**src/rtl/cmp_pkg.sv**
```systemverilog
// rtl/cmp_pkg.sv - shared compare-mode encodings, stage-1 control payload and take selection
// Contents:
//   cmp_mode_e - compare mode select (EQZ, EQ, signed LT, unsigned LT)
//   s1_ctl_t   - per-entry control bits held in stage 1
//   cmp_take   - chooses the condition flag for a given mode
package cmp_pkg;

  typedef enum logic [1:0] {
    CMP_EQZ = 2'd0,
    CMP_EQ  = 2'd1,
    CMP_LT  = 2'd2,
    CMP_LTU = 2'd3
  } cmp_mode_e;

  // The wide difference, chunk vector and tag are sized by the instance
  // parameters, so they are kept beside this struct in the pipeline.
  typedef struct packed {
    cmp_mode_e mode;
    logic      a_msb;
    logic      b_msb;
  } s1_ctl_t;

  // Signed less-than is the sign of the difference corrected for overflow;
  // unsigned less-than is the borrow out of the WIDTH+1 subtraction.
  function automatic logic cmp_take(input cmp_mode_e mode, input logic zero,
                                    input logic neg, input logic ovf,
                                    input logic borrow);
    logic t;
    t = zero;
    case (mode)
      CMP_EQZ, CMP_EQ: t = zero;
      CMP_LT:          t = neg ^ ovf;
      CMP_LTU:         t = borrow;
      default:         t = zero;
    endcase
    return t;
  endfunction

endpackage

```
**src/rtl/chunk_zero_reduce.sv**
```systemverilog
// rtl/chunk_zero_reduce.sv - per-chunk zero detection of a wide word
// Ports:
//   data in  WIDTH         word to examine
//   cz   out WIDTH/CHUNK   cz[i] = 1 when chunk i of data is all zeros
module chunk_zero_reduce #(
  parameter int WIDTH = 32,
  parameter int CHUNK = 8
) (
  input  logic [WIDTH-1:0]       data,
  output logic [WIDTH/CHUNK-1:0] cz
);

  for (genvar i = 0; i < WIDTH / CHUNK; i++) begin : g_chunk
    assign cz[i] = ~|data[i*CHUNK +: CHUNK];
  end

endmodule

```
**src/rtl/cmp_flag_pipe.sv**
```systemverilog
// rtl/cmp_flag_pipe.sv - two-stage pipelined compare producing take/zero/neg/ovf flags
// Ports:
//   clock, reset (async active-high), flush (sync kill of in-flight entries)
//   in_valid/in_ready, a, b, mode, in_tag     request side
//   out_valid/out_ready, out_take, out_zero,
//   out_neg, out_ovf, out_tag                 result side
module cmp_flag_pipe
  import cmp_pkg::*;
#(
  parameter int WIDTH = 32,
  parameter int CHUNK = 8,
  parameter int TAG_W = 5
) (
  input  logic             clock,
  input  logic             reset,
  input  logic             flush,
  input  logic             in_valid,
  output logic             in_ready,
  input  logic [WIDTH-1:0] a,
  input  logic [WIDTH-1:0] b,
  input  logic [1:0]       mode,
  input  logic [TAG_W-1:0] in_tag,
  output logic             out_valid,
  input  logic             out_ready,
  output logic             out_take,
  output logic             out_zero,
  output logic             out_neg,
  output logic             out_ovf,
  output logic [TAG_W-1:0] out_tag
);

  localparam int NCH = WIDTH / CHUNK;

  cmp_mode_e        mode_in;
  logic [WIDTH-1:0] b_eff;
  logic [WIDTH:0]   d_in;
  logic [NCH-1:0]   cz_in;

  logic             s1_valid;
  s1_ctl_t          s1_ctl;
  logic [WIDTH:0]   s1_d;
  logic [NCH-1:0]   s1_cz;
  logic [TAG_W-1:0] s1_tag;

  logic             s2_valid;
  logic             s2_adv;
  logic             accept;

  logic             zero_n;
  logic             neg_n;
  logic             borrow_n;
  logic             ovf_n;
  logic             take_n;

  // Stage-1 datapath: one WIDTH+1 unsigned subtraction serves every mode;
  // forcing b to zero makes mode 0 a plain zero test of a.
  assign mode_in = cmp_mode_e'(mode);
  assign b_eff   = (mode_in == CMP_EQZ) ? '0 : b;
  assign d_in    = {1'b0, a} - {1'b0, b_eff};

  chunk_zero_reduce #(
    .WIDTH(WIDTH),
    .CHUNK(CHUNK)
  ) u_chunk_zero (
    .data(d_in[WIDTH-1:0]),
    .cz  (cz_in)
  );

  // Stage-2 flag logic works only from registered stage-1 state.
  assign zero_n   = &s1_cz;
  assign neg_n    = s1_d[WIDTH-1];
  assign borrow_n = s1_d[WIDTH];
  assign ovf_n    = (s1_ctl.mode != CMP_EQZ) && (s1_ctl.a_msb != s1_ctl.b_msb)
                    && (neg_n != s1_ctl.a_msb);
  assign take_n   = cmp_take(s1_ctl.mode, zero_n, neg_n, ovf_n, borrow_n);

  // Handshake: in_ready never looks at in_valid, so there is no
  // combinational path from the request side to out_valid.
  assign s2_adv    = !s2_valid || out_ready;
  assign in_ready  = !reset && (!s1_valid || s2_adv);
  assign accept    = in_valid && in_ready;
  assign out_valid = s2_valid;

  always_ff @(posedge clock or posedge reset) begin
    if (reset) begin
      s1_valid <= 1'b0;
      s1_ctl   <= '{mode: CMP_EQZ, a_msb: 1'b0, b_msb: 1'b0};
      s1_d     <= '0;
      s1_cz    <= '0;
      s1_tag   <= '0;
      s2_valid <= 1'b0;
      out_take <= 1'b0;
      out_zero <= 1'b0;
      out_neg  <= 1'b0;
      out_ovf  <= 1'b0;
      out_tag  <= '0;
    end else begin
      if (accept) begin
        s1_ctl <= '{mode: mode_in, a_msb: a[WIDTH-1], b_msb: b_eff[WIDTH-1]};
        s1_d   <= d_in;
        s1_cz  <= cz_in;
        s1_tag <= in_tag;
      end

      if (s2_adv && s1_valid) begin
        out_take <= take_n;
        out_zero <= zero_n;
        out_neg  <= neg_n;
        out_ovf  <= ovf_n;
        out_tag  <= s1_tag;
      end

      // Flush only kills valid bits; payload registers may keep stale data.
      if (flush) begin
        s1_valid <= 1'b0;
        s2_valid <= 1'b0;
      end else begin
        if (s2_adv) begin
          s2_valid <= s1_valid;
        end
        if (in_ready) begin
          s1_valid <= in_valid;
        end
      end
    end
  end

endmodule

```
**config.mk**
```make
export PLATFORM = sky130hd
export DESIGN_NAME = cmp_flag_pipe
export DESIGN_NICKNAME = d
export VERILOG_FILES = /design/src/rtl/cmp_pkg.sv /design/src/rtl/chunk_zero_reduce.sv /design/src/rtl/cmp_flag_pipe.sv
export SDC_FILE = /design/constraint.sdc
export NUM_CORES = 1
export LEC_CHECK = 0
export ABC_AREA = 1
export BUFFER_PORTS_ARGS = -buffer_cell sky130_fd_sc_hd__buf_4
export CAP_MARGIN = 25
export CORE_ASPECT_RATIO = 0.8
export CORE_UTILIZATION = 55
export DETAILED_ROUTE_END_ITERATION = 8
export HOLD_SLACK_MARGIN = 0.15
export PLACE_DENSITY = 0.81
export SLEW_MARGIN = 40
export SYNTH_ARGS = -nofsm -noshare
export SYNTH_HDL_FRONTEND = slang
export SYNTH_HIERARCHICAL = 1
export SYNTH_SLANG_ARGS = --single-unit
```
**constraint.sdc**
```tcl
create_clock -name clock -period 1.6 [get_ports clock]
set_input_delay 0.24 -clock clock [delete_from_list [all_inputs] [get_ports clock]]
set_output_delay 0.24 -clock clock [all_outputs]
set_load 0.005 [all_outputs]
```
==> flow_summary_export.csv, run 1 <==
group,metric,value,unit
outcome,run_status,"aborted with a tool error",
synthesis,synthDistinctLibCells,37,
clock_tree,htreeDepth,1,
floorplanning,initial_core_util,58.1,%
place,hpwlAfterDp,9720,um
synthesis,synth_commonest_cells,"220 x nand2_1, 65 x nor2_1, 55 x inv_1, 35 x a21oi_1, 35 x ha_1",
timing,worst_endpoint_kind,"register input",
synthesis,synth.avg_cell_area,6.05,um2
clock_tree,clock_sinks,26,
synthesis,synth_cells,577,
timing,grt-worst-endpoint,"s1_cz[3]$_DFFE_PP0P_/D",
synthesis,synth_top_area_share,23.7,%
floorplanning,rows,25,
clock_tree,cts_buffer_depth,2,
clock_tree,cts-buffers-inserted,3,
synthesis,synth-main-ff-cell,"dfrtp_1",
global_routing,grt_overflow,444,
synthesis,synth_area_leaders,"nand2_1 24%, dfrtp_1 19%, ha_1 13%, nor2_1 7.0%, inv_1 5.9%",
synthesis,syn_area,3490,um2
synthesis,postSynth.asyncResetShare,100,%
place,portBuffers,86,
synthesis,synth_nets,689,
synthesis,ys_seq_elements,26,
synthesis,yosys_warnings,6,
synthesis,synth.most_common_cell,"nand2_1",
synthesis,synth-edff-count,0,
clock_tree,ctsRootBufferMaster,"clkbuf_8",
floorplanning,dieWidth,91.1,um
global_routing,grt.total_usage,90.7,%
synthesis,yosysTopAreaCell,"nand2_1",
place,gp_congestion,0.949,
outcome,tool.error,"[ERROR GRT-0232] Routing congestion too high. Check the congestion heatmap in the GUI.",
synthesis,ys_seq_area_share,18.6,%
outcome,lastStage,"5_1_grt",
floorplanning,pin_count,87,
global_routing,grt_max_degree,27,
floorplanning,die_h,73.2,um
layer usage:
metal / GRT overflow / GRT usage, %
met1: 6 / 80.4
met2: 330 / 125
met3: 2 / 64.6
met4: 106 / 109
met5: 0 / 15.2
metrics by stage:
stage          hold slack (ps)  instances  instance area [um2]  worst slack (ps)  util (%)
2_1_floorplan              135        577                 3730              -426         -
3_3_place_gp               365        827                 5120              -809      85.3
3_5_place_dp               366        827                 5120              -934      85.3
4_1_cts                    166        842                 5600              -612      93.2
logic make-up after synthesis:
logic type / Yosys count / synth area share, %
and+or+nand+nor: 349 / 42.5
AOI/OAI and AO/OA: 79 / 13.5
DFF: 26 / 18.6
xor gates and xnor gates: 20 / 5.02
adders and majority gates: 36 / 13.1
buffers and inverters: 67 / 7.28
what timing repair did:
action	in CTS
resized for setup	57
pin swaps	20
setup endpoints to repair	6
hold endpoints to repair	28
gates cloned	2
hold buffers	2
setup buffers	7
==> run 2: changes to the inputs <==
--- a/config.mk
+++ b/config.mk
@@ -8,11 +8,9 @@
 export ABC_AREA = 1
 export BUFFER_PORTS_ARGS = -buffer_cell sky130_fd_sc_hd__buf_4
 export CAP_MARGIN = 25
-export CORE_ASPECT_RATIO = 0.8
-export CORE_UTILIZATION = 55
+export CORE_UTILIZATION = 40
 export DETAILED_ROUTE_END_ITERATION = 8
-export HOLD_SLACK_MARGIN = 0.15
-export PLACE_DENSITY = 0.81
+export PLACE_DENSITY_LB_ADDON = 0.15
 export SLEW_MARGIN = 40
 export SYNTH_ARGS = -nofsm -noshare
 export SYNTH_HDL_FRONTEND = slang
==> flow_summary_export.csv, run 2 <==
group,metric,value,unit
clock_tree,clock_sinks,26,
clock_tree,cts-hold-fix-buffers,0,
finish,final_cells,861,
critical_path,endpoint_kind,"flop",
synthesis,synth.avg_cell_area,6.05,um2
route,drtAntennaViolNets,0,
global_routing,antenna_found_initial,0,
synthesis,synth-compound-area-share,13.5,%
synthesis,postSynth.asyncResetShare,100,%
finish,utilization,68.2,%
synthesis,syn_area,3490,um2
synthesis,synth.most_common_cell,"nand2_1",
outcome,violations,"setup timing",
synthesis,synth_xor_area_share,5.02,%
global_routing,grt_pass1_vias,4062,
synthesis,synth_cells,577,
finish,n_antenna_cell,0,
synthesis,synth_top_area_share,23.7,%
timing,rsz0062_at_grt,"true",
global_routing,grt_pass1_wl,18100,um
critical_path,cp-start-kind,"primary input",
outcome,run_status,"finished with violations",
route,drtPass1Iterations,4,
critical_path,r2r-start,"s1_valid$_DFFE_PP0P_",
floorplanning,pin_count,87,
global_routing,grt.total_usage,25.0,%
synthesis,synth_mux_area_share,0,%
place,hpwlAfterDp,8890,um
route,drtIter0Drc,149,
timing,worst_pin_slew,470,ps
critical_path,ff2ff_setup_slack,220,ps
synthesis,synth_nets,689,
critical_path,ff2ff_path_depth,7,
finish,stdcell_area,5690,um2
floorplanning,dieWidth,95.4,um
timing,clock_skew,3.45,ps
route,drc_errors,0,
floorplanning,rows,33,
route,wl,11100,um
timing,fin_ws,-609,ps
critical_path,cp.arrival,2410,ps
critical_path,crit_type,"primary input to flop",
finish,drive_above_1_share,43.0,%
floorplanning,initial_core_util,41.8,%
finish,area_growth_syn_to_layout,63.0,%
clock_tree,ctsRootBufferMaster,"clkbuf_8",
timing,min_period_over_period,138,%
timing,slew_headroom,68.7,%
clock_tree,htreeDepth,1,
finish,largest_registers,"out_tag x5, s1_tag x5",
place,dpl-instance-area,5150,um2
synthesis,synth_top_family_by_area,"simple AND/OR/NAND/NOR gates",
place,placedCellCount,851,
timing,period_needed,2210,ps
place,gp_congestion,0.925,
pwr,powerDensity,593,nW/um2
clock_tree,clk_pin_slew_worst_paths,80,ps
floorplanning,design.die.area,9100,um2
place,portBuffers,86,
synthesis,ys_seq_elements,26,
synthesis,yosysTopAreaCell,"nand2_1",
synthesis,synth_commonest_cells,"220 x nand2_1, 65 x nor2_1, 55 x inv_1, 35 x a21oi_1, 35 x ha_1",
synthesis,synth-main-ff-cell,"dfrtp_1",
synthesis,yosys.area_share.simple,42.5,%
pwr,power.leakage,2.88,nW
critical_path,reg2reg_to,"s1_ctl[3]$_DFFE_PP0P_",
route,via_count,4198,
finish,nets,870,
route,viasPerCell,4.88,
route,wl_per_cell,12.9,um
timing,hold_viol,0,
clock_tree,cts-buffers-inserted,3,
timing,report.final.slew_viol_count,0,
synthesis,synth_area_leaders,"nand2_1 24%, dfrtp_1 19%, ha_1 13%, nor2_1 7.0%, inv_1 5.9%",
synthesis,synth-edff-count,0,
floorplanning,fp.coreArea,8340,um2
hold_path,hold_path_class,"primary input to asynchronous set/reset pin",
global_routing,grt_overflow,0,
global_routing,grt_max_degree,27,
finish,final_common_cell,"nand2_1",
floorplanning,die_h,95.4,um
timing,max_freq,453,MHz
pwr,vdd_drop_max,0.295,mV
finish,mostFrequentLayoutCells,"199 x nand2_1, 174 x buf_4, 53 x nor2_1",
timing,setup_violations,6,
synthesis,ys_seq_area_share,18.6,%
clock_tree,cts_buffer_depth,2,
critical_path,cp.required,1810,ps
clock_tree,clk_latency,260,ps
flow_run,maxCapViolCount,0,
synthesis,yosys_warnings,6,
synthesis,synthDistinctLibCells,37,
synthesis,synth_fa_ha_area_share,13.1,%
clock_tree,cts_tree,"done",
critical_path,cp_max_fo,16,
## run 2: metal layers
metal	routed length [um]	part of all wire (%)	GRT usage (%)
met1	5190	47	32.5
met2	5460	49	46.3
met3	296	2.7	0.957
met4	161	1.5	3.86
met5	0	0	0
## run 2: worst max path at each step
stage	slack [ps]	end	start	cells past startpoint
2_1_floorplan	-430	s1_cz[2]$_DFFE_PP0P_	mode[1]	21
3_3_place_gp	-950	s1_cz[3]$_DFFE_PP0P_	mode[1]	19
3_5_place_dp	-970	s1_cz[2]$_DFFE_PP0P_	mode[1]	17
4_1_cts	-540	s1_cz[3]$_DFFE_PP0P_	mode[1]	18
5_1_grt	-740	s1_cz[2]$_DFFE_PP0P_	mode[0]	22
6_report	-610	s1_cz[3]$_DFFE_PP0P_	mode[0]	19
## run 2: cell families after synthesis
logic type	count (synthesis)
AOI/OAI and AO/OA	79
buffers and inverters	67
DFF	26
xor gates and xnor gates	20
and+or+nand+nor	349
adders and majority gates	36
## run 2: what timing repair did
| item | in CTS | in global routing |
|---|---|---|
| gates resized for setup | 56 | 35 |
| pin swaps | 20 | 16 |
| setup buffers | 3 | 4 |
| cloned | 1 | 0 |
| setup endpoints to repair | 6 | 6 |
## run 2: final cells by class
class                      instances  area [um2]
multi-input combinational        484        3200
fill                             750        2650
inverter                          61         235
timing repair buffer             182        1430
clock buffer                       3        41.3
tap                              105         131
sequential                        26         651
## run 2: critical path, stage by stage
cell	delay [ps]
buf_6	100
nor2_4	120
inv_4	70
buf_8	160
nand2_1	70
ha_2	300
a21oi_1	220
o21ai_0	220
nand2_1	120
o211ai_1	100
nor2_1	150
nand2_1	70
nand2_1	50
nand2_1	40
nor2_1	80
nand2_1	60
nor2_1	110
nand2_1	60
nand2_1	70
## run 2: stage by stage
step	setup TNS (ps)	setup slack (ps)	total power (W)	hold WS (ps)
2_1_floorplan	-1600	-426	0.00191	135
4_1_cts	-2360	-535	0.00325	85.0
3_3_place_gp	-4640	-955	0.00271	372
6_report	-2700	-609	0.00337	80.3
5_1_grt	-3510	-739	0.00364	92.1
3_5_place_dp	-4740	-972	0.00274	373
## run 2: report_power, final
group          switching [W]  leakage, nW  internal [W]
registers          0.0000591        0.335      0.000747
logic                0.00112         2.52       0.00110
clock network       0.000187       0.0216      0.000168
No activity file was read; power rests on OpenSTA's default activity.
